## src/rtl/mem_port_arbiter.sv

```systemverilog
// Shares one 64-bit memory bus between instruction fetch and data access; drops flushed fetch responses.
// Latency: bus request registered one cycle after grant; response steered back combinationally; IDLE lasts >= 1 cycle.
// Backpressure: requesters hold their request until their response; one bus transaction outstanding at a time.
module mem_port_arbiter #(
  parameter int MAX_D_STREAK = 4,
  parameter int STREAK_W     = 3
) (
  input  logic        clk,
  input  logic        reset,
  input  logic        ireq_valid,
  input  logic [63:0] ireq_addr,
  input  logic        iflush,
  output logic        iresp_valid,
  output logic [31:0] iresp_data,
  input  logic        dreq_valid,
  input  logic [63:0] dreq_addr,
  input  logic        dreq_write,
  input  logic [2:0]  dreq_size,
  input  logic [63:0] dreq_wdata,
  output logic        dresp_valid,
  output logic [63:0] dresp_data,
  output logic        breq_valid,
  output logic [63:0] breq_addr,
  output logic        breq_write,
  output logic [2:0]  breq_size,
  output logic [7:0]  breq_strobe,
  output logic [63:0] breq_wdata,
  input  logic        bresp_valid,
  input  logic [63:0] bresp_data
);

  typedef enum logic [2:0] {IDLE, BUSY_I, BUSY_I_DROP, BUSY_D, ZERO_D} state_t;

  localparam logic [STREAK_W-1:0] STREAK_MAX = STREAK_W'(MAX_D_STREAK);

  state_t              state;
  logic [STREAK_W-1:0] streak;
  logic                isel;      // which 32-bit half of the dword holds the instruction

  logic                grant_d;
  logic                grant_i;
  logic [2:0]          lane;
  logic [7:0]          d_strobe;
  logic [63:0]         d_wdata;
  logic                unused_ireq_bits;

  assign unused_ireq_bits = ^ireq_addr[1:0];

  // Data wins unless it has starved a waiting fetch for MAX_D_STREAK grants; a flush blocks the fetch grant.
  assign grant_d = dreq_valid && !(ireq_valid && (streak == STREAK_MAX));
  assign grant_i = !grant_d && ireq_valid && !iflush;

  assign lane = dreq_addr[2:0];

  // Byte enables and lane-aligned store data; strobe bits shifted past byte 7 fall off.
  always_comb begin
    d_strobe = 8'h00;
    d_wdata  = dreq_wdata << {lane, 3'b000};
    case (dreq_size)
      3'd1: d_strobe = 8'h01 << lane;
      3'd2: d_strobe = 8'h03 << lane;
      3'd3: d_strobe = 8'h0F << lane;
      3'd4: begin
        d_strobe = 8'hFF;
        d_wdata  = dreq_wdata;
      end
      default: d_strobe = 8'h00;
    endcase
    if (!dreq_write) d_strobe = 8'h00;
  end

  // Arbitration, streak tracking and registered bus request.
  always_ff @(posedge clk or posedge reset) begin
    if (reset) begin
      state       <= IDLE;
      streak      <= '0;
      isel        <= 1'b0;
      breq_valid  <= 1'b0;
      breq_addr   <= '0;
      breq_write  <= 1'b0;
      breq_size   <= '0;
      breq_strobe <= '0;
      breq_wdata  <= '0;
    end else begin
      case (state)
        IDLE: begin
          if (grant_d) begin
            state  <= (dreq_size == 3'd0) ? ZERO_D : BUSY_D;
            streak <= !ireq_valid ? '0 :
                      (streak == STREAK_MAX) ? streak : streak + 1'b1;
            if (dreq_size != 3'd0) begin
              breq_valid  <= 1'b1;
              breq_addr   <= dreq_addr;
              breq_write  <= dreq_write;
              breq_size   <= dreq_size;
              breq_strobe <= d_strobe;
              breq_wdata  <= d_wdata;
            end
          end else if (grant_i) begin
            state       <= BUSY_I;
            streak      <= '0;
            isel        <= ireq_addr[2];
            breq_valid  <= 1'b1;
            breq_addr   <= {ireq_addr[63:3], 3'b000};
            breq_write  <= 1'b0;
            breq_size   <= 3'd3;
            breq_strobe <= 8'h00;
            breq_wdata  <= '0;
          end
        end
        BUSY_I, BUSY_I_DROP, BUSY_D: begin
          // The bus transaction always runs to completion, even when its fetch was cancelled.
          if (bresp_valid) begin
            state       <= IDLE;
            breq_valid  <= 1'b0;
            breq_addr   <= '0;
            breq_write  <= 1'b0;
            breq_size   <= '0;
            breq_strobe <= '0;
            breq_wdata  <= '0;
          end else if ((state == BUSY_I) && iflush) begin
            state <= BUSY_I_DROP;
          end
        end
        ZERO_D:  state <= IDLE;
        default: state <= IDLE;
      endcase
    end
  end

  // Steer the bus response to its owner; a coincident flush kills the fetch response.
  assign iresp_valid = (state == BUSY_I) && bresp_valid && !iflush;
  assign iresp_data  = isel ? bresp_data[63:32] : bresp_data[31:0];
  assign dresp_valid = ((state == BUSY_D) && bresp_valid) || (state == ZERO_D);
  assign dresp_data  = (state == BUSY_D) ? bresp_data : 64'd0;

endmodule

```

## config.mk

```make
export PLATFORM = sky130hd
export DESIGN_NAME = mem_port_arbiter
export DESIGN_NICKNAME = d
export VERILOG_FILES = /design/src/rtl/mem_port_arbiter.sv
export SDC_FILE = /design/constraint.sdc
export NUM_CORES = 1
export LEC_CHECK = 0
export CORE_AREA = 2 2 195 197
export DETAILED_ROUTE_END_ITERATION = 8
export DIE_AREA = 0 0 197 199
export GPL_TIMING_DRIVEN = 0
export HOLD_SLACK_MARGIN = 0.03
export PLACE_DENSITY = 0.59
export RECOVER_POWER = 50
export SYNTH_ARGS = -nofsm -noshare
export SYNTH_HDL_FRONTEND = slang
export SYNTH_SLANG_ARGS = --single-unit
```

## constraint.sdc

```tcl
create_clock -name clk -period 8.57 [get_ports clk]
set_clock_uncertainty 0.1 [all_clocks]
set_input_delay 2.1425 -clock clk [delete_from_list [all_inputs] [get_ports clk]]
set_output_delay 2.1425 -clock clk [all_outputs]
set_load 0.05 [all_outputs]
```

After elaboration in Yosys (flattened, before gate mapping) --
Index checks and enable logic that the tools add are counted.
Operators by class: div/mod/pow operators 0, $lt $le $gt $ge 0, bitwise gates (word level) 1, mux-type cells 43, $mul 0, $add $sub $neg 1, reduce and logical (&&, ||, !) cells 22, eq/ne operators 14, shifts and indexed selects 4
Operators by type and width (number):
- 64-bit 2-to-1 mux | 9
- 64-bit case mux with 2 select lines | 2
- 64-bit by 6-bit left shift with 64-bit output | 1
- 8-bit 2-to-1 mux | 5
- 3-bit 2-to-1 mux | 13
- 32-bit 2-to-1 mux | 1
- 8-bit case mux with 4 select lines | 1
- 8-bit case mux with 2 select lines | 1
- 3-bit by 2-bit equality test with 1-bit output (second input constant) | 4
- 3-bit != test (second input constant) | 4
- 3-bit case mux with 2 select lines | 2
- 3-bit equality test (second input constant) | 3
- 1-bit logical AND | 8
- 1-bit by 3-bit left shift with 8-bit output (first input constant) | 1
- 2-bit by 3-bit left shift with 8-bit output (first input constant) | 1
- 4-bit by 3-bit left shift with 8-bit output (first input constant) | 1
- 1-bit 2-to-1 mux | 7
- 3-bit by 1-bit equality test with 1-bit output (second input constant) | 2
- 3-bit zero test | 2
- 3-bit AND reduction | 2
- 1-bit case mux with 2 select lines | 2
- 4-bit AND reduction | 1
- 2-bit nonzero test | 2
- 3-bit by 1-bit adder with 3-bit output (second input constant) | 1
- 7 further kinds | 9
Storage, ports and cells: latch bits 0, bits in read-only memories 0, memories kept 0, register bits after elaboration 148, logic and storage cells 94, bits in writable memories 0

Longest topological paths before layout --
Gate-level depths: netlist (run 1).
word-level depth 10, depth in mapped cells 10

Least setup slack after synthesis (run 1) --
No wires, ideal clock.
path type input to output, start point input port iflush, end point output port iresp_valid, required time 6.327 ns, slack 2.897 ns, data arrival time 3.431 ns, buffers on the path 0, stages on the path 2, cell sequence nor2b_1 nor3b_1
On the way: word-level cells in the longest chain between the ends 2
RTL lines:
- from (decl) | line 12 | input logic iflush,
- 1-bit zero test | line 132 | assign iresp_valid = (state == BUSY_I) && bresp_valid && !iflush;
- 1-bit logical AND | line 132
- to (decl) | line 13 | output logic iresp_valid,
Every way passes these cells.

==> results of run 1 <==
[worst min-delay path by stage]
stage / start / endpoint / depth (start not counted)
finish: breq_wdata[27]$_DFFE_PP0P_ / breq_wdata[27]$_DFFE_PP0P_ / 1
floorplan: streak[0]$_DFFE_PP0P_ / streak[0]$_DFFE_PP0P_ / 2
CTS: breq_strobe[4]$_DFFE_PP0P_ / breq_strobe[4]$_DFFE_PP0P_ / 1
global placement: breq_write$_DFFE_PP0P_ / breq_write$_DFFE_PP0P_ / 1
global route: breq_strobe[6]$_DFFE_PP0P_ / breq_strobe[6]$_DFFE_PP0P_ / 1
detailed placement: breq_strobe[4]$_DFFE_PP0P_ / breq_strobe[4]$_DFFE_PP0P_ / 1
[layout make-up]
type                    instances  area, um^2  area share
multi-input cells             717        5530       0.347
repair buffers                501        5010       0.314
flip-flops and latches        148        3700       0.232
well taps                     474         593      0.0372
clock buffers                  20         457      0.0286
plain buffers                  98         452      0.0283
clock inverters                12         145     0.00910
inverters                      11        42.5     0.00267
diodes                          4        10.0    0.000628
[through the flow]
stage	area [um^2]	setup slack, ns	total power [mW]
final	15900	2.34	5.01
after global routing	15900	1.49	5.23
after CTS	16000	2.37	5.11
after detailed placement	15400	2.38	4.30
after global placement	15300	-0.120	4.29
after floorplan	9730	2.35	3.15
[cells by family after synthesis]
logic type,Yosys count,synth area share
AND/OR/NAND/NOR,200,0.112
AO/OA/AOI/OAI,338,0.228
flip-flops,148,0.381
buffers and inverters,109,0.0507
multiplexers,176,0.225
adder cells (fa/ha/maj),3,0.00360
[cell usage in the layout (no fill, tap or decap), drive strengths merged, types with 3 or more instances in the layout]
master / netlist / routed
clkbuf: 67 / 88
and2: 65 / 65
mux2: 104 / 104
a32o: 4 / 4
mux4: 6 / 6
a211oi: 5 / 5
clkinvlp: 0 / 5
nor2b: 5 / 5
a221o: 5 / 5
nor2: 17 / 17
a21oi: 81 / 81
o2bb2ai: 54 / 54
buf: 31 / 31
dlygate4sd3: 0 / 118
or2: 3 / 3
a22oi: 12 / 12
mux2i: 66 / 66
inv: 10 / 13
o21a: 3 / 3
clkinv: 1 / 3
clkdlybuf4s50: 0 / 382
o21ai: 108 / 108
nand2b: 5 / 5
nand3: 64 / 64
nor3: 11 / 11
a22o: 19 / 19
diode: 0 / 4
nand3b: 3 / 3
a221oi: 13 / 13
nand2: 15 / 15
dfrtp: 148 / 148
o22ai: 15 / 15
nor3b: 4 / 4
a2111oi: 5 / 5
[sequential cells by signal, indices dropped and copies added, names as in the netlist]
name / count
state: 3
breq_wdata: 64
breq_size: 3
isel: 1
breq_addr: 64
streak: 3
breq_strobe: 8
breq_write: 1
breq_valid: 1
[per-layer routing]
metal / track usage / part of all wire / vias up
li1: - / - / 4707
met5: 0 / 0.00061 / -
met3: 0.0699 / 0.093 / 110
met4: 0.111 / 0.041 / 4
met1: 0.307 / 0.41 / 5032
met2: 0.382 / 0.46 / 582
[worst max-delay path, cell delays in order]
cell,delay (ns)
dlygate4sd3_1,0.55
clkinvlp_2,1.42
clkbuf_2,1.85
[power by group through the flow]
| stage | clock [mW] | combinational, mW | sequential, mW |
|---|---|---|---|
| 4_1_cts | 0.804 | 3.23 | 1.08 |
| 6_report | 0.786 | 3.15 | 1.07 |
| 3_5_place_dp | 0 | 3.21 | 1.09 |
| 5_1_grt | 0.832 | 3.30 | 1.10 |
| 2_1_floorplan | 0 | 1.37 | 1.79 |
| 3_3_place_gp | 0 | 3.20 | 1.08 |
==> flow_summary_export.csv, run 1 <==
group,metric,value,unit
power,pwr-share-comb,0.629,
layout,layout-drive-gt1-share,0.117,
synth,yosys-top-cells-area,"dfrtp_1 38%, mux2_4 9.0%, mux2i_1 6.8%, o21ai_0 5.6%, mux2_2 5.3%",
global_route,gr-total-overflow,0,
power,p_int,2.51,mW
floorplanning,start_util,0.262,
timing,fin_crit_sh,0.727,
synth,synth_top_flop_cell,"dfrtp_1",
floorplanning,die_w,197,um
clock_network,postCtsHoldBufs,0,
clock_network,cts_tree,"yes",
floorplanning,num_rows,71,
layout,n_fill_cell,3661,
synth,synth_fp_nets,1242,
clock_network,cts_resized,0,
drt,first_pass_iters,6,
synth,yosysMostFrequentCell,"dfrtp_1",
floorplanning,dieArea,0.0392,mm^2
layout,postLayoutCoreUtil,0.429,
clock_network,cts_root_buffer,"clkbuf_16",
global_route,grt_first_pass_wirelength,70100,um
setup_path,end_kind,"async pin",
power,p_leak,6.75,nW
drt,vias_per_cell,5.26,
power,p_sw_frac,0.499,
floorplanning,coreArea,0.0371,mm^2
synth,async_flop_share,1.00,
synth,synth_top_cell_by_area,"dfrtp_1",
floorplanning,io_pins,505,
clock_network,path_clk_slew,0.07,ns
setup_path,crit_fanout,92,
placement,routabilityCongestion,0.950,
global_route,grt_antenna_before_repair,8,
floorplanning,die_y,199,um
clock_network,post-cts-setup-buffers,0,
global_route,grt_pass1_vias,10600,
timing,setup_viol_count_final,0,
setup_path,startpoint_type,"input pin",
timing,hold_violations,0,
drt,drc,0,
timing,slew-limit-headroom,-0.687,
layout,syn_to_final_growth,63.9,%
layout,nNetsFinal,1762,
drt,via_count,10400,
timing,whs,0.389,ns
setup_path,r2r_cells,7,
synth,syn-mean-instance-area,9.99,um^2
setup_path,reg2reg_slack,5.79,ns
power,seqPwrFrac,0.214,
setup_path,cp_data_required_time,8.51,ns
layout,final_cells,1985,
worst_hold_path,hp-class,"register to register",
setup_path,crit_arrival,6.17,ns
power,powerDensity,314,mW/mm^2
synth,ys_seq_area_frac,0.381,
placement,io_buffers,500,
power,vdd_drop_max,172,uV
synth,synth_area,0.00973,mm^2
drt,initialDrtViolationCount,682,
synth,synth_common_cells,"148 x dfrtp_1, 108 x o21ai_0, 81 x a21oi_1",
synth,ys_types,52,
timing,final-max-slew-violation-count,151,
global_route,grt_max_degree,93,
run_status,status,"finished, violations left",
timing,tns,0,ns
drt,routedWlPerCell,24.9,um
synth,yosys_warnings,0,
flow_run,cap_viol_max_count,2,
clock_network,clk_path_buf_depth,2,
clock_network,cts_made_buffers,17,
setup_path,critical_path_class,"input pin to async pin",
clock_network,clk_latency,0.44,ns
setup_path,r2r-start,"state[2]$_DFFE_PP0P_",
placement,dp_cells,1949,
timing,finalCriticalPeriod,6.23,ns
setup_path,crit_path_start,"reset",
clock_network,cts_sinks,148,
timing,rsz0062_at_grt,"no",
timing,fmaxAchievable,0.160,GHz
timing,worst_pin_slew,2.52,ns
run_status,violations,"capacitance limit, slew limit",
power,switching_power,2.50,mW
synth,synth_top_area_frac,0.381,
power,power_frac_clock,0.157,
clock_network,cts_max_level,4,
synth,ys_ff_latch,148,
drt,wirelength,49500,um
global_route,grt_usage,0.242,
placement,dp_hpwl,38400,um
drt,ant_nets,0,
setup_path,crit_end,"breq_wdata[25]$_DFFE_PP0P_",
synth,synth_edf_count,0,
setup_path,worstReg2RegEnd,"breq_wdata[44]$_DFFE_PP0P_",
synth,syn_inst,974,
(Power assumes the default switching activity.)
==> run 2, diff against run 1 <==
--- a/config.mk
+++ b/config.mk
@@ -10,7 +10,7 @@
 export DIE_AREA = 0 0 197 199
 export GPL_TIMING_DRIVEN = 0
 export HOLD_SLACK_MARGIN = 0.03
-export PLACE_DENSITY = 0.59
+export PLACE_DENSITY = 0.61
 export RECOVER_POWER = 50
 export SYNTH_ARGS = -nofsm -noshare
 export SYNTH_HDL_FRONTEND = slang
==> constraint.sdc (replaced) <==
create_clock -name clk -period 5 [get_ports clk]
set_clock_uncertainty 0.1 [all_clocks]
set_input_delay 1.25 -clock clk [delete_from_list [all_inputs] [get_ports clk]]
set_output_delay 1.25 -clock clk [all_outputs]
set_load 0.05 [all_outputs]
==> flow_summary_export.csv, run 2 (synthesis gave the netlist of run 1 again) <==
group,metric,value,unit
clock_network,cts_tree,"yes",
setup_path,path_cells,"buf_2 -> nor2_1 -> clkbuf_1 -> and2_1 -> clkdlybuf4s50_1",
layout,reg_top3,"breq_addr x64, breq_wdata x64, breq_strobe x8",
clock_network,cts_max_level,4,
timing,worst_pin_slew,2.11,ns
clock_network,path_clk_slew,0.07,ns
layout,syn_to_final_growth,64.4,%
flow_run,cap_viol_max_count,2,
setup_path,crit_arrival,3.10,ns
floorplanning,num_rows,71,
setup_path,max_stage_delay,0.84,ns
floorplanning,io_pins,505,
layout,layout-drive-gt1-share,0.117,
timing,fmaxAchievable,0.225,GHz
floorplanning,die_w,197,um
drt,routedWlPerCell,24.8,um
run_status,violations,"capacitance limit, slew limit",
drt,vias_per_cell,5.29,
setup_path,cp_data_required_time,3.65,ns
global_route,grt_usage,0.240,
timing,tns,0,ns
power,vdd_drop_max,372,uV
drt,first_pass_iters,5,
global_route,grt_antenna_before_repair,4,
floorplanning,coreArea,0.0371,mm^2
global_route,grt_pass1_vias,10500,
global_route,gr-total-overflow,0,
layout,layout_common_cells,"381 x clkdlybuf4s50_1, 148 x dfrtp_1, 119 x dlygate4sd3_1, 108 x o21ai_0, 81 x a21oi_1",
floorplanning,dieArea,0.0392,mm^2
layout,multiInputGateArea,0.00553,mm^2
setup_path,critical_path.slowest_cell,"clkdlybuf4s50_1",
setup_path,critical_path_class,"register to primary output",
layout,nNetsFinal,1765,
placement,placed_cell_area,0.0154,mm^2
clock_network,cts_sinks,148,
clock_network,cts_resized,0,
run_status,status,"finished, violations left",
clock_network,clk_latency,0.43,ns
timing,whs,0.389,ns
placement,dp_hpwl,38700,um
power,powerDensity,542,mW/mm^2
drt,initialDrtViolationCount,712,
power,p_leak,6.78,nW
setup_path,crit_fanout,10,
drt,via_count,10500,
timing,finalCriticalPeriod,4.45,ns
global_route,grt_first_pass_wirelength,69800,um
global_route,grt_max_degree,39,
setup_path,end_kind,"primary output",
placement,io_buffers,500,
timing,final-max-slew-violation-count,69,
setup_path,reg2reg_slack,2.18,ns
drt,wirelength,49200,um
placement,dp_cells,1952,
drt,ant_nets,0,
layout,final_common_cell,"clkdlybuf4s50_1",
clock_network,clk_path_buf_depth,2,
timing,rsz0062_at_grt,"no",
clock_network,cts_root_buffer,"clkbuf_16",
drt,drc,0,
layout,n_fill_cell,3585,
clock_network,postCtsHoldBufs,0,
floorplanning,die_y,199,um
timing,slew-limit-headroom,-0.407,
power,finalPower,8.67,mW
timing,fin_crit_sh,0.889,
floorplanning,start_util,0.262,
placement,routabilityCongestion,0.946,
timing,setup_viol_count_final,0,
clock_network,post-cts-setup-buffers,0,
setup_path,startpoint_type,"register",
layout,seqCellArea,0.00370,mm^2
layout,design_area,0.0160,mm^2
timing,hold_violations,0,
worst_hold_path,hp-class,"register to register",
clock_network,cts_made_buffers,17,
layout,final_cells,1986,
[run 2: changes by cell type in the layout (fill, tap and decap cells not counted), moves of 2 or more]
| cell | previous run | this run |
|---|---|---|
| clkbuf_1 | 68 | 71 |
| clkbuf_8 | 2 | 0 |
| diode_2 | 4 | 2 |
| bufinv_16 | 2 | 4 |
[run 2: layer usage]
layer | part of all wire | GRT usage | vias up
met5 | 0.00026 | 0 | -
met4 | 0.037 | 0.100 | 2
met3 | 0.084 | 0.0587 | 93
met2 | 0.46 | 0.380 | 589
met1 | 0.42 | 0.314 | 5100
li1 | - | - | 4718
[run 2: final timing paths]
check,cells past startpoint,endpoint,from
setup / recovery,5,dresp_data[15],state[2]$_DFFE_PP0P_
hold / removal,1,breq_strobe[4]$_DFFE_PP0P_,breq_strobe[4]$_DFFE_PP0P_
setup reg to reg,8,breq_addr[49]$_DFFE_PP0P_,streak[0]$_DFFE_PP0P_
hold reg to reg,1,breq_strobe[4]$_DFFE_PP0P_,breq_strobe[4]$_DFFE_PP0P_
max in group asynchronous,5,breq_strobe[2]$_DFFE_PP0P_,reset
min in group asynchronous,2,breq_addr[36]$_DFFE_PP0P_,reset
[run 2: area by class of cell]
type / instances / area share
buffer: 98 / 0.0282
multi-input combinational: 717 / 0.346
inverter: 11 / 0.00266
clock buffer: 19 / 0.0271
timing repair buffer: 504 / 0.315
sequential: 148 / 0.232
tap: 474 / 0.0371
antenna: 2 / 0.000313
clock inverter: 13 / 0.0124
[run 2: report_power, final]
part / switching (mW) / internal (mW)
Combinational: 3.46 / 1.94
Clock: 0.580 / 0.846
Sequential: 0.247 / 1.59
[run 2: critical path, delay by kind of cell (launching register included)]
family	cells	cell delay (ns)
buffers and inverters	3	1.43
flip-flops	1	0.36
AND/OR/NAND/NOR	2	0.86
[run 2: metrics by stage]
stage          worst slack [ns]  utilization
5_1_grt                   0.311        0.431
3_5_place_dp              0.597        0.415
3_3_place_gp              0.311        0.413
2_1_floorplan              1.11            -
4_1_cts                   0.548        0.432
6_report                  0.553        0.431
